[src/rtl/alu_shift_sequencer_pkg.sv]
// Shared ALU opcode constants, flag bit positions and sequencer state encoding.
package alu_shift_sequencer_pkg;

  localparam int unsigned DATA_W = 32;
  localparam int unsigned SHAMT_W = 5;
  localparam int unsigned OP_W = 5;
  localparam int unsigned FLAG_W = 4;

  localparam logic [OP_W-1:0] OP_LSL = 5'b01000;
  localparam logic [OP_W-1:0] OP_ASR = 5'b01001;
  localparam logic [OP_W-1:0] OP_LOGIC_FIRST = 5'b10000;
  localparam logic [OP_W-1:0] OP_LOGIC_LAST = 5'b11111;

  localparam int unsigned FLAG_O = 3;
  localparam int unsigned FLAG_S = 2;
  localparam int unsigned FLAG_C = 1;
  localparam int unsigned FLAG_Z = 0;

  typedef enum logic [1:0] {
    ST_IDLE = 2'd0,
    ST_RUN  = 2'd1,
    ST_DONE = 2'd2
  } state_e;

  function automatic logic is_shift(input logic [OP_W-1:0] op);
    return (op == OP_LSL) || (op == OP_ASR);
  endfunction

  function automatic logic [FLAG_W-1:0] pack_flags(input logic o, input logic s,
                                                   input logic c, input logic z);
    logic [FLAG_W-1:0] f;
    f = '0;
    f[FLAG_O] = o;
    f[FLAG_S] = s;
    f[FLAG_C] = c;
    f[FLAG_Z] = z;
    return f;
  endfunction

endpackage

[src/rtl/alu_shift_sequencer.sv]
// Iterates a one-bit-per-pass ALU to perform LSL/ASR by 0..2^AMT_W-1; other ops take one pass.
// Optional ALU_SEQ_ABORT_EN adds i_abort to cancel an operation in flight.
module alu_shift_sequencer
  import alu_shift_sequencer_pkg::*;
#(
  parameter int unsigned WIDTH = DATA_W,
  parameter int unsigned AMT_W = SHAMT_W
) (
  input  logic              i_clk,
  input  logic              i_rst_n,
  input  logic              i_req_valid,
  output logic              o_req_ready,
  input  logic [OP_W-1:0]   i_req_op,
  input  logic [WIDTH-1:0]  i_req_a,
  input  logic [WIDTH-1:0]  i_req_b,
  input  logic [AMT_W-1:0]  i_req_amt,
  output logic              o_rsp_valid,
  input  logic              i_rsp_ready,
  output logic [WIDTH-1:0]  o_rsp_res,
  output logic [FLAG_W-1:0] o_rsp_flags,
`ifdef ALU_SEQ_ABORT_EN
  input  logic              i_abort,
`endif
  output logic [OP_W-1:0]   o_alu_op,
  output logic [WIDTH-1:0]  o_alu_a,
  output logic [WIDTH-1:0]  o_alu_b,
  input  logic [WIDTH-1:0]  i_alu_res,
  input  logic              i_alu_o,
  input  logic              i_alu_s,
  input  logic              i_alu_c,
  input  logic              i_alu_z
);

  state_e             r_state;
  logic [OP_W-1:0]    r_op;
  logic [WIDTH-1:0]   r_acc;
  logic [WIDTH-1:0]   r_b;
  logic [AMT_W-1:0]   r_count;
  logic [FLAG_W-1:0]  r_flags;
  logic [WIDTH-1:0]   r_rsp_res;
  logic               r_rsp_valid;
  logic               r_req_ready;
  logic               w_abort;

`ifdef ALU_SEQ_ABORT_EN
  assign w_abort = i_abort;
`else
  assign w_abort = 1'b0;
`endif

  assign o_req_ready = r_req_ready;
  assign o_rsp_valid = r_rsp_valid;
  assign o_rsp_res   = r_rsp_res;
  assign o_rsp_flags = r_flags;
  assign o_alu_op    = r_op;
  assign o_alu_a     = r_acc;
  assign o_alu_b     = r_b;

  // Sequencer FSM with the pass down-counter; abort outranks everything but reset.
  always_ff @(posedge i_clk) begin
    if (!i_rst_n) begin
      r_state     <= ST_IDLE;
      r_op        <= '0;
      r_acc       <= '0;
      r_b         <= '0;
      r_count     <= '0;
      r_flags     <= '0;
      r_rsp_res   <= '0;
      r_rsp_valid <= 1'b0;
      r_req_ready <= 1'b1;
    end else if (w_abort) begin
      r_state     <= ST_IDLE;
      r_rsp_valid <= 1'b0;
      r_req_ready <= 1'b1;
    end else begin
      case (r_state)
        ST_IDLE: begin
          if (i_req_valid) begin
            r_op        <= i_req_op;
            r_acc       <= i_req_a;
            r_b         <= i_req_b;
            r_req_ready <= 1'b0;
            if (is_shift(i_req_op) && (i_req_amt == '0)) begin
              // Zero-distance shift completes without touching the ALU.
              r_state     <= ST_DONE;
              r_rsp_valid <= 1'b1;
              r_rsp_res   <= i_req_a;
              r_flags     <= pack_flags(1'b0, i_req_a[WIDTH-1], 1'b0, i_req_a == '0);
              r_count     <= '0;
            end else begin
              r_state <= ST_RUN;
              r_count <= is_shift(i_req_op) ? i_req_amt : AMT_W'(1);
            end
          end
        end
        ST_RUN: begin
          r_acc   <= i_alu_res;
          r_flags <= pack_flags(i_alu_o, i_alu_s, i_alu_c, i_alu_z);
          r_count <= r_count - AMT_W'(1);
          if (r_count == AMT_W'(1)) begin
            r_state     <= ST_DONE;
            r_rsp_valid <= 1'b1;
            r_rsp_res   <= i_alu_res;
          end
        end
        ST_DONE: begin
          if (i_rsp_ready) begin
            r_state     <= ST_IDLE;
            r_rsp_valid <= 1'b0;
            r_req_ready <= 1'b1;
          end
        end
        default: begin
          r_state     <= ST_IDLE;
          r_rsp_valid <= 1'b0;
          r_req_ready <= 1'b1;
        end
      endcase
    end
  end

endmodule

[config.mk]
export PLATFORM = sky130hd
export DESIGN_NAME = alu_shift_sequencer
export DESIGN_NICKNAME = d
export VERILOG_FILES = /design/src/rtl/alu_shift_sequencer_pkg.sv /design/src/rtl/alu_shift_sequencer.sv
export SDC_FILE = /design/constraint.sdc
export NUM_CORES = 1
export LEC_CHECK = 0
export ABC_AREA = 1
export ABC_CLOCK_PERIOD_IN_PS = 1400
export BUFFER_PORTS_ARGS = -buffer_cell sky130_fd_sc_hd__clkbuf_2
export CAP_MARGIN = 25
export CELL_PAD_IN_SITES_DETAIL_PLACEMENT = 1
export CELL_PAD_IN_SITES_GLOBAL_PLACEMENT = 2
export CORE_AREA = 10 10 161 163
export DETAILED_ROUTE_END_ITERATION = 8
export DIE_AREA = 0 0 171 173
export PLACE_DENSITY_LB_ADDON = 0.1
export REMOVE_ABC_BUFFERS = 1
export SETUP_SLACK_MARGIN = 0.4
export SLEW_MARGIN = 25
export SYNTH_ARGS = -nofsm -noshare
export SYNTH_HDL_FRONTEND = slang
export SYNTH_SLANG_ARGS = --single-unit
[constraint.sdc]
create_clock -name i_clk -period 1.4 [get_ports i_clk]
set_input_delay 0.28 -clock i_clk [delete_from_list [all_inputs] [get_ports i_clk]]
set_output_delay 0.28 -clock i_clk [all_outputs]
set_load 0.1 [all_outputs]
==> out/results.tsv, run 1 <==
stage	metric	value	unit
hold_path	hold_path_class	in2reg	
pwr	power_frac_comb	53.4	%
sta	grt_setup_unrepaired	true	
yosys	synth_top_family_by_area	simple AND/OR/NAND/NOR gates	
pwr	p_int	11.2	mW
yosys	ys_seq_area_share	48.5	%
global_routing	overflow	0	
yosys	synth.distinct_cells	22	
sta	finalSetupViolations	90	
clock_network	cts_root_buf	clkbuf_16	
yosys	synth-simple-area-share	28.1	%
route	drc	0	
global_routing	grt_pass1_vias	6271	
pwr	switching_share	43.4	%
yosys	synthTopCellsByCount	nor2_1 (168), dfxtp_1 (114), o21ai_0 (110)	
placed_design	pre_cts_ws	-0.203	ns
pwr	power	19.9	mW
yosys	yosys_most_used_dff	dfxtp_1	
yosys	muxShareOfSynthArea	0	%
worst_setup_path	critPathCaptureType	flip-flop	
worst_setup_path	rrSetupSlack	-0.16	ns
yosys	syn-mean-instance-area	7.13	um^2
sta	final.period_utilization	111	%
finish	diodes	0	
floorplan	fp-row-count	55	
yosys	yosys.area_share.xor_xnor	0.186	%
sta	setup_ws	-0.158	ns
placed_design	gp_congestion	0.742	
clock_network	cts_tree	yes	
job	cap_viol_max_count	0	
route	routed-via-count	5693	
finish	ff_latch_area	0.00256	mm^2
yosys	syn-cell-area	0.00470	mm^2
floorplan	num_io_pins	221	
finish	fillers	2428	
route	first_pass_iters	4	
route	wl	25300	um
route	drt_iter0_drc	199	
route	wl_per_cell	19.9	um
yosys	synth_top_area_cell	dfxtp_1	
worst_setup_path	start_kind	flip-flop	
yosys	synth_cells	659	
sta	timing.slew.headroom	69.8	%
finish	final_core_util	48.9	%
sta	tightest_slew	0.449	ns
clock_network	clk_path_buf_depth	2	
yosys	synth_seq_cells	114	
global_routing	grt_pass1_wl	36600	um
placed_design	io_buffers	220	
pwr	cellLeakagePower	4.66	nW
clock_network	htreeDepth	4	
global_routing	antenna_found_initial	0	
placed_design	dp_hpwl	15900	um
sta	layout_min_cycle_time	1.56	ns
worst_setup_path	cp.required	1.75	ns
yosys	yosys_warnings	0	
clock_network	clk_latency	0.42	ns
pwr	p_clk_share	23.7	%
floorplan	die_w	171	um
yosys	post-synth-top-count-cell	nor2_1	
status	outcome	finished, violations left	
global_routing	grt_util_all_layers	15.9	%
clock_network	cts_hold_buf	0	
status	violations	setup timing	
yosys	netlist.area_leader.share	48.5	%
yosys	synthAdderAreaFrac	0.532	%
pwr	max-vdd-ir-drop	795	uV
clock_network	clock-sinks	114	
finish	multi_input_comb_area	0.00300	mm^2
floorplan	initial_utilization	20.8	%
worst_setup_path	path_max_fanout	8	
sta	finalClockSkew	0.0113	ns
finish	nets	1091	
worst_setup_path	arrival	1.91	ns
yosys	synth-compound-area-share	16.8	%
worst_setup_path	worstSetupPathType	reg2reg	
sta	slew_violations	0	
clock_network	clkSlewWorstSetupHoldPaths	0.06	ns
route	antenna_left	0	
clock_network	numCtsBuffers	17	
floorplan	die_h	173	um
pwr	power_switching	8.61	mW
sta	hold_viol	0	
floorplan	coreArea	0.0226	mm^2
finish	drive_above_1_share	67.7	%
yosys	synth_edf_count	0	
pwr	power-per-cell-area	1800	mW/mm^2
pwr	power_frac_seq	22.9	%
sta	max_freq	0.642	GHz
yosys	synthTopCellsByArea	dfxtp_1 (49%), nor2_1 (13%), o21ai_0 (12%)	
finish	area_growth_syn_to_layout	135	%
global_routing	grt_max_degree	57	
floorplan	dieArea	0.0296	mm^2
route	viasPerCell	4.47	
yosys	synthArstFlopShare	0	%
## registers in the layout, indices dropped and copies added (netlist names)
signal       flops
r_state          2
o_rsp_res       32
o_rsp_valid      1
o_rsp_flags      4
o_alu_b         32
o_alu_op         5
o_alu_a         32
r_count          5
o_req_ready      1
## repair_timing
item	4_1_cts	5_1_grt
pin swaps	13	33
hold endpoints to repair	0	0
endpoints found under the setup margin	221	221
buffers inserted	27	31
gates cloned	14	9
resized for setup	564	222
## power groups by stage
stage / registers [mW] / logic (mW) / clock network (mW)
floorplan: 7.63 / 1.29 / 0
global placement: 4.21 / 6.99 / 0
detailed placement: 4.22 / 7.08 / 0
CTS: 4.52 / 9.57 / 4.81
global route: 4.63 / 11.1 / 4.97
finish: 4.55 / 10.6 / 4.71
## critical path, cell delays in order (launching register included)
cell     delay (ns)
dfxtp_4        0.41
inv_6          0.06
buf_6          0.11
buf_6          0.10
buf_6          0.12
nand2_8        0.10
inv_16         0.06
buf_12         0.14
buf_12         0.13
buf_16         0.12
a21oi_2        0.12
## area by class of cell
| cell class | instances | share of cell area [%] |
|---|---|---|
| sequential | 114 | 23.1 |
| tap | 285 | 3.23 |
| clock inverter | 15 | 1.88 |
| multi-input combinational | 476 | 27.2 |
| timing repair buffer | 340 | 39.5 |
| clock buffer | 17 | 3.85 |
| inverter | 26 | 1.18 |
## cells in the final DEF, fill, tap and decap left out, drive strengths merged
cell type,instances
o211ai,1
xor2,1
a21oi,43
clkbuf,136
nand3b,1
dfxtp,114
ha,2
bufbuf,1
bufinv,4
nor2,170
nand4,1
clkinvlp,4
o21ai,111
buf,220
a31oi,1
inv,28
clkinv,5
nand2,75
nand3,46
or2,24
## per-stage QoR
step                      TNS [ns]  area (um^2)  hold slack, ns  cells
after global routing        -13.30        11000          0.0911   1273
after detailed placement     -5.56         6890           0.475   1160
after CTS                    -4.31         9900          0.0806   1233
after floorplan             -47.50         4520           0.364    616
final                        -6.51        11000          0.0888   1273
after global placement       -4.13         6890           0.458   1160
## worst paths after layout
check	from	end	depth (start not counted)
hold / removal	i_alu_c	o_rsp_flags[1]$_SDFFE_PN0P_	3
setup reg to reg	r_state[1]$_SDFFE_PN0P_	o_alu_a[28]$_SDFFE_PN0P_	10
hold reg to reg	o_req_ready$_SDFFE_PN1P_	o_req_ready$_SDFFE_PN1P_	2
setup / recovery	r_state[1]$_SDFFE_PN0P_	o_alu_a[28]$_SDFFE_PN0P_	10
## metal layers
layer / share of wire (%) / GRT usage [%] / wire length (um)
met4: 0.84 / 3.01 / 212
met3: 5.0 / 4.55 / 1250
met1: 41 / 17.8 / 10400
met2: 53 / 29.1 / 13400
met5: 0 / 0 / 0
## cell families after synthesis
group                      Yosys count
xor gates and xnor gates             1
AOI/OAI and AO/OA                  156
adders and majority gates            2
buffers and inverters               69
DFF                                114
and+or+nand+nor                    317
No activity file was read; power rests on OpenSTA's default activity.
==> run 2, diff against run 1 <==
--- a/config.mk
+++ b/config.mk
@@ -7,3 +7,3 @@
 export LEC_CHECK = 0
-export ABC_AREA = 1
+export ABC_AREA = 0
 export ABC_CLOCK_PERIOD_IN_PS = 1400
@@ -13,5 +13,5 @@
 export CELL_PAD_IN_SITES_GLOBAL_PLACEMENT = 2
-export CORE_AREA = 10 10 161 163
+export CORE_AREA = 10 10 156 158
 export DETAILED_ROUTE_END_ITERATION = 8
-export DIE_AREA = 0 0 171 173
+export DIE_AREA = 0 0 166 168
 export PLACE_DENSITY_LB_ADDON = 0.1
==> constraint.sdc (replaced) <==
create_clock -name i_clk -period 1.4 [get_ports i_clk]
set_input_delay 0.07 -clock i_clk [delete_from_list [all_inputs] [get_ports i_clk]]
set_output_delay 0.07 -clock i_clk [all_outputs]
set_load 0.1 [all_outputs]
==> out/results.tsv, run 2 <==
stage	metric	value	unit
finish	final_cell_mix	clkbuf_2 (129), buf_4 (83), buf_12 (78), dlygate4sd3_1 (78), nand2_4 (66)	
worst_setup_path	crit_top_cell	buf_6	
floorplan	num_io_pins	221	
global_routing	grt_util_all_layers	17.1	%
global_routing	grt_max_degree	38	
sta	grt_setup_unrepaired	true	
worst_setup_path	worstSetupStartpoint	r_state[1]$_SDFFE_PN0P_	
status	violations	setup timing	
worst_setup_path	cp.required	1.70	ns
clock_network	clkSlewWorstSetupHoldPaths	0.06	ns
worst_setup_path	path_cells	buf_6 -> nor2b_4 -> o41ai_2 -> buf_4 -> and3_4 -> buf_6 -> buf_16 -> o221a_2	
worst_setup_path	regToRegEndpoint	o_rsp_res[25]$_SDFFE_PN0P_	
yosys	syn-mean-instance-area	8.17	um^2
worst_setup_path	path_max_fanout	5	
sta	tightest_slew	0.581	ns
finish	fillers	2233	
finish	fin_area	0.0118	mm^2
yosys	synth_seq_cells	114	
worst_setup_path	start_kind	flip-flop	
yosys	synthTopCellsByArea	dfxtp_1 (48%), nand2_1 (12%), o221a_2 (5.6%)	
yosys	synth_top_area_cell	dfxtp_1	
sta	finalSetupViolations	107	
finish	stdcell_count	1294	
worst_setup_path	arrival	2.01	ns
finish	multi_input_comb_area	0.00338	mm^2
worst_setup_path	crit_family	buffers and inverters	
placed_design	io_buffers	220	
pwr	power-per-cell-area	1400	mW/mm^2
pwr	cellLeakagePower	5.16	nW
yosys	synthArstFlopShare	0	%
sta	timing.slew.headroom	61.5	%
worst_setup_path	critPathCaptureType	flip-flop	
worst_setup_path	timing.rr.start	r_state[1]$_SDFFE_PN0P_	
route	first_pass_iters	4	
worst_setup_path	slowest_delay	0.34	ns
yosys	synthTopCellsByCount	nand2_1 (156), dfxtp_1 (114), nor2_1 (54)	
floorplan	coreArea	0.0214	mm^2
route	drt_iter0_drc	248	
route	antenna_left	0	
yosys	yosys_warnings	0	
sta	max_freq	0.586	GHz
global_routing	antenna_found_initial	0	
yosys	netlist.area_leader.share	47.5	%
yosys	ys_seq_area_share	47.5	%
sta	setup_ws	-0.307	ns
floorplan	die_w	166	um
yosys	post-synth-top-count-cell	nand2_1	
finish	nets	1119	
hold_path	whs_path_depth	3	
worst_setup_path	rr_worst_depth	8	
yosys	yosys_most_used_dff	dfxtp_1	
finish	area_growth_syn_to_layout	146	%
worst_setup_path	crit_path_end	o_rsp_res[25]$_SDFFE_PN0P_	
worst_setup_path	critPathSlowestCell	dfxtp_2	
clock_network	numCtsBuffers	17	
floorplan	die_h	168	um
finish	layout_commonest_cell	clkbuf_2	
global_routing	grt_pass1_wl	38100	um
floorplan	initial_utilization	22.4	%
placed_design	dp_hpwl	16300	um
route	wl	29700	um
route	viasPerCell	4.81	
yosys	synth_edf_count	0	
worst_setup_path	path_buf_inv	4	
clock_network	htreeDepth	4	
finish	diodes	0	
yosys	syn-cell-area	0.00480	mm^2
sta	hold_viol	0	
route	wl_per_cell	22.9	um
pwr	max-vdd-ir-drop	785	uV
pwr	power	16.5	mW
yosys	synth_cells	588	
yosys	synth.distinct_cells	37	
sta	tns	-14.70	ns
sta	slew_violations	0	
job	cap_viol_max_count	0	
worst_setup_path	rrSetupSlack	-0.31	ns
floorplan	dieArea	0.0279	mm^2
hold_path	hold_path_class	in2reg	
placed_design	placed_area	0.00664	mm^2
sta	layout_min_cycle_time	1.71	ns
global_routing	grt_pass1_vias	6618	
worst_setup_path	worstSetupPathType	reg2reg	
clock_network	cts_root_buf	clkbuf_16	
sta	finalClockSkew	0.00932	ns
floorplan	fp-row-count	54	
placed_design	gp_congestion	0.799	
finish	drive_above_1_share	68.1	%
clock_network	clk_latency	0.41	ns
route	drc	0	
clock_network	clock-sinks	114	
clock_network	clk_path_buf_depth	2	
finish	final_core_util	55.1	%
global_routing	overflow	0	
worst_setup_path	cp.depth	8	
placed_design	dp.cells	1103	
finish	ff_latch_area	0.00243	mm^2
clock_network	cts_tree	yes	
sta	final.period_utilization	122	%
status	outcome	finished, violations left	
route	routed-via-count	6230	
run 2: area by class of cell:
cell class              instances  share of cell area [%]
repair buffers                447                    42.7
inverters                       5                   0.159
flip-flops and latches        114                    20.6
clock inverters                10                    1.13
multi-input cells             418                    28.6
well taps                     280                    2.97
clock buffers                  20                    3.95
run 2: worst min path at each step:
stage                                     to           from  slack, ns
global placement    o_alu_b[27]$_SDFFE_PN0P_    i_req_b[27]       0.29
detailed placement  o_alu_b[26]$_SDFFE_PN0P_    i_req_b[26]       0.30
CTS                 o_alu_a[23]$_SDFFE_PN0P_  i_alu_res[23]      0.001
finish              o_alu_a[26]$_SDFFE_PN0P_  i_alu_res[26]       0.03
global route        o_alu_a[25]$_SDFFE_PN0P_  i_alu_res[25]       0.03
floorplan           o_req_ready$_SDFFE_PN1P_        i_rst_n       0.15
run 2: worst register-to-register path: cells and delay by family (launching register included):
family,cells,cell delay [ns]
AO/OA/AOI/OAI,2,0.37
buffers and inverters,4,0.53
flip-flops,1,0.34
AND/OR/NAND/NOR,2,0.36
run 2: logic make-up (layout without fill, tap and decap cells):
logic type | after synthesis | count (layout) | share of synthesized area, %
fa+ha+maj | 2 | 2 | 0.521
flops | 114 | 114 | 47.5
buf+inv | 56 | 482 | 5.21
xor+xnor | 2 | 2 | 0.365
mux | 8 | 8 | 1.67
simple gates | 256 | 256 | 22.4
compound gates | 150 | 150 | 22.3
run 2: power breakdown:
part / switching, mW / leakage [nW] / internal [mW] / total (mW)
registers: 0.431 / 0.968 / 3.67 / 4.10
clock network: 1.62 / 0.294 / 2.91 / 4.53
logic: 4.69 / 3.90 / 3.19 / 7.88
run 2: repair_timing:
item,4_1_cts,5_1_grt
endpoints found under the hold margin,64,1
setup endpoints to repair,221,221
resized for setup,122,731
pin swaps,25,138
setup buffers,17,43
hold buffers,77,1
cloned,11,12
run 2: stage by stage:
| stage | hold slack (ns) | setup slack, ns |
|---|---|---|
| floorplan | 0.146 | -3.84 |
| global placement | 0.292 | -0.350 |
| detailed placement | 0.302 | -0.413 |
| CTS | 0.00134 | -0.195 |
| global route | 0.0252 | -0.357 |
| finish | 0.0344 | -0.307 |
run 2: layer usage:
layer  track usage (%)  wire, um  part of all wire (%)  up-vias
met4              4.97       519                   1.7        0
met1              19.2     11600                    39     3095
met3              6.15      1730                   5.8       36
met2              29.6     15800                    53      185
met5                 0         0                     0        -
li1                  -         -                     -     2914
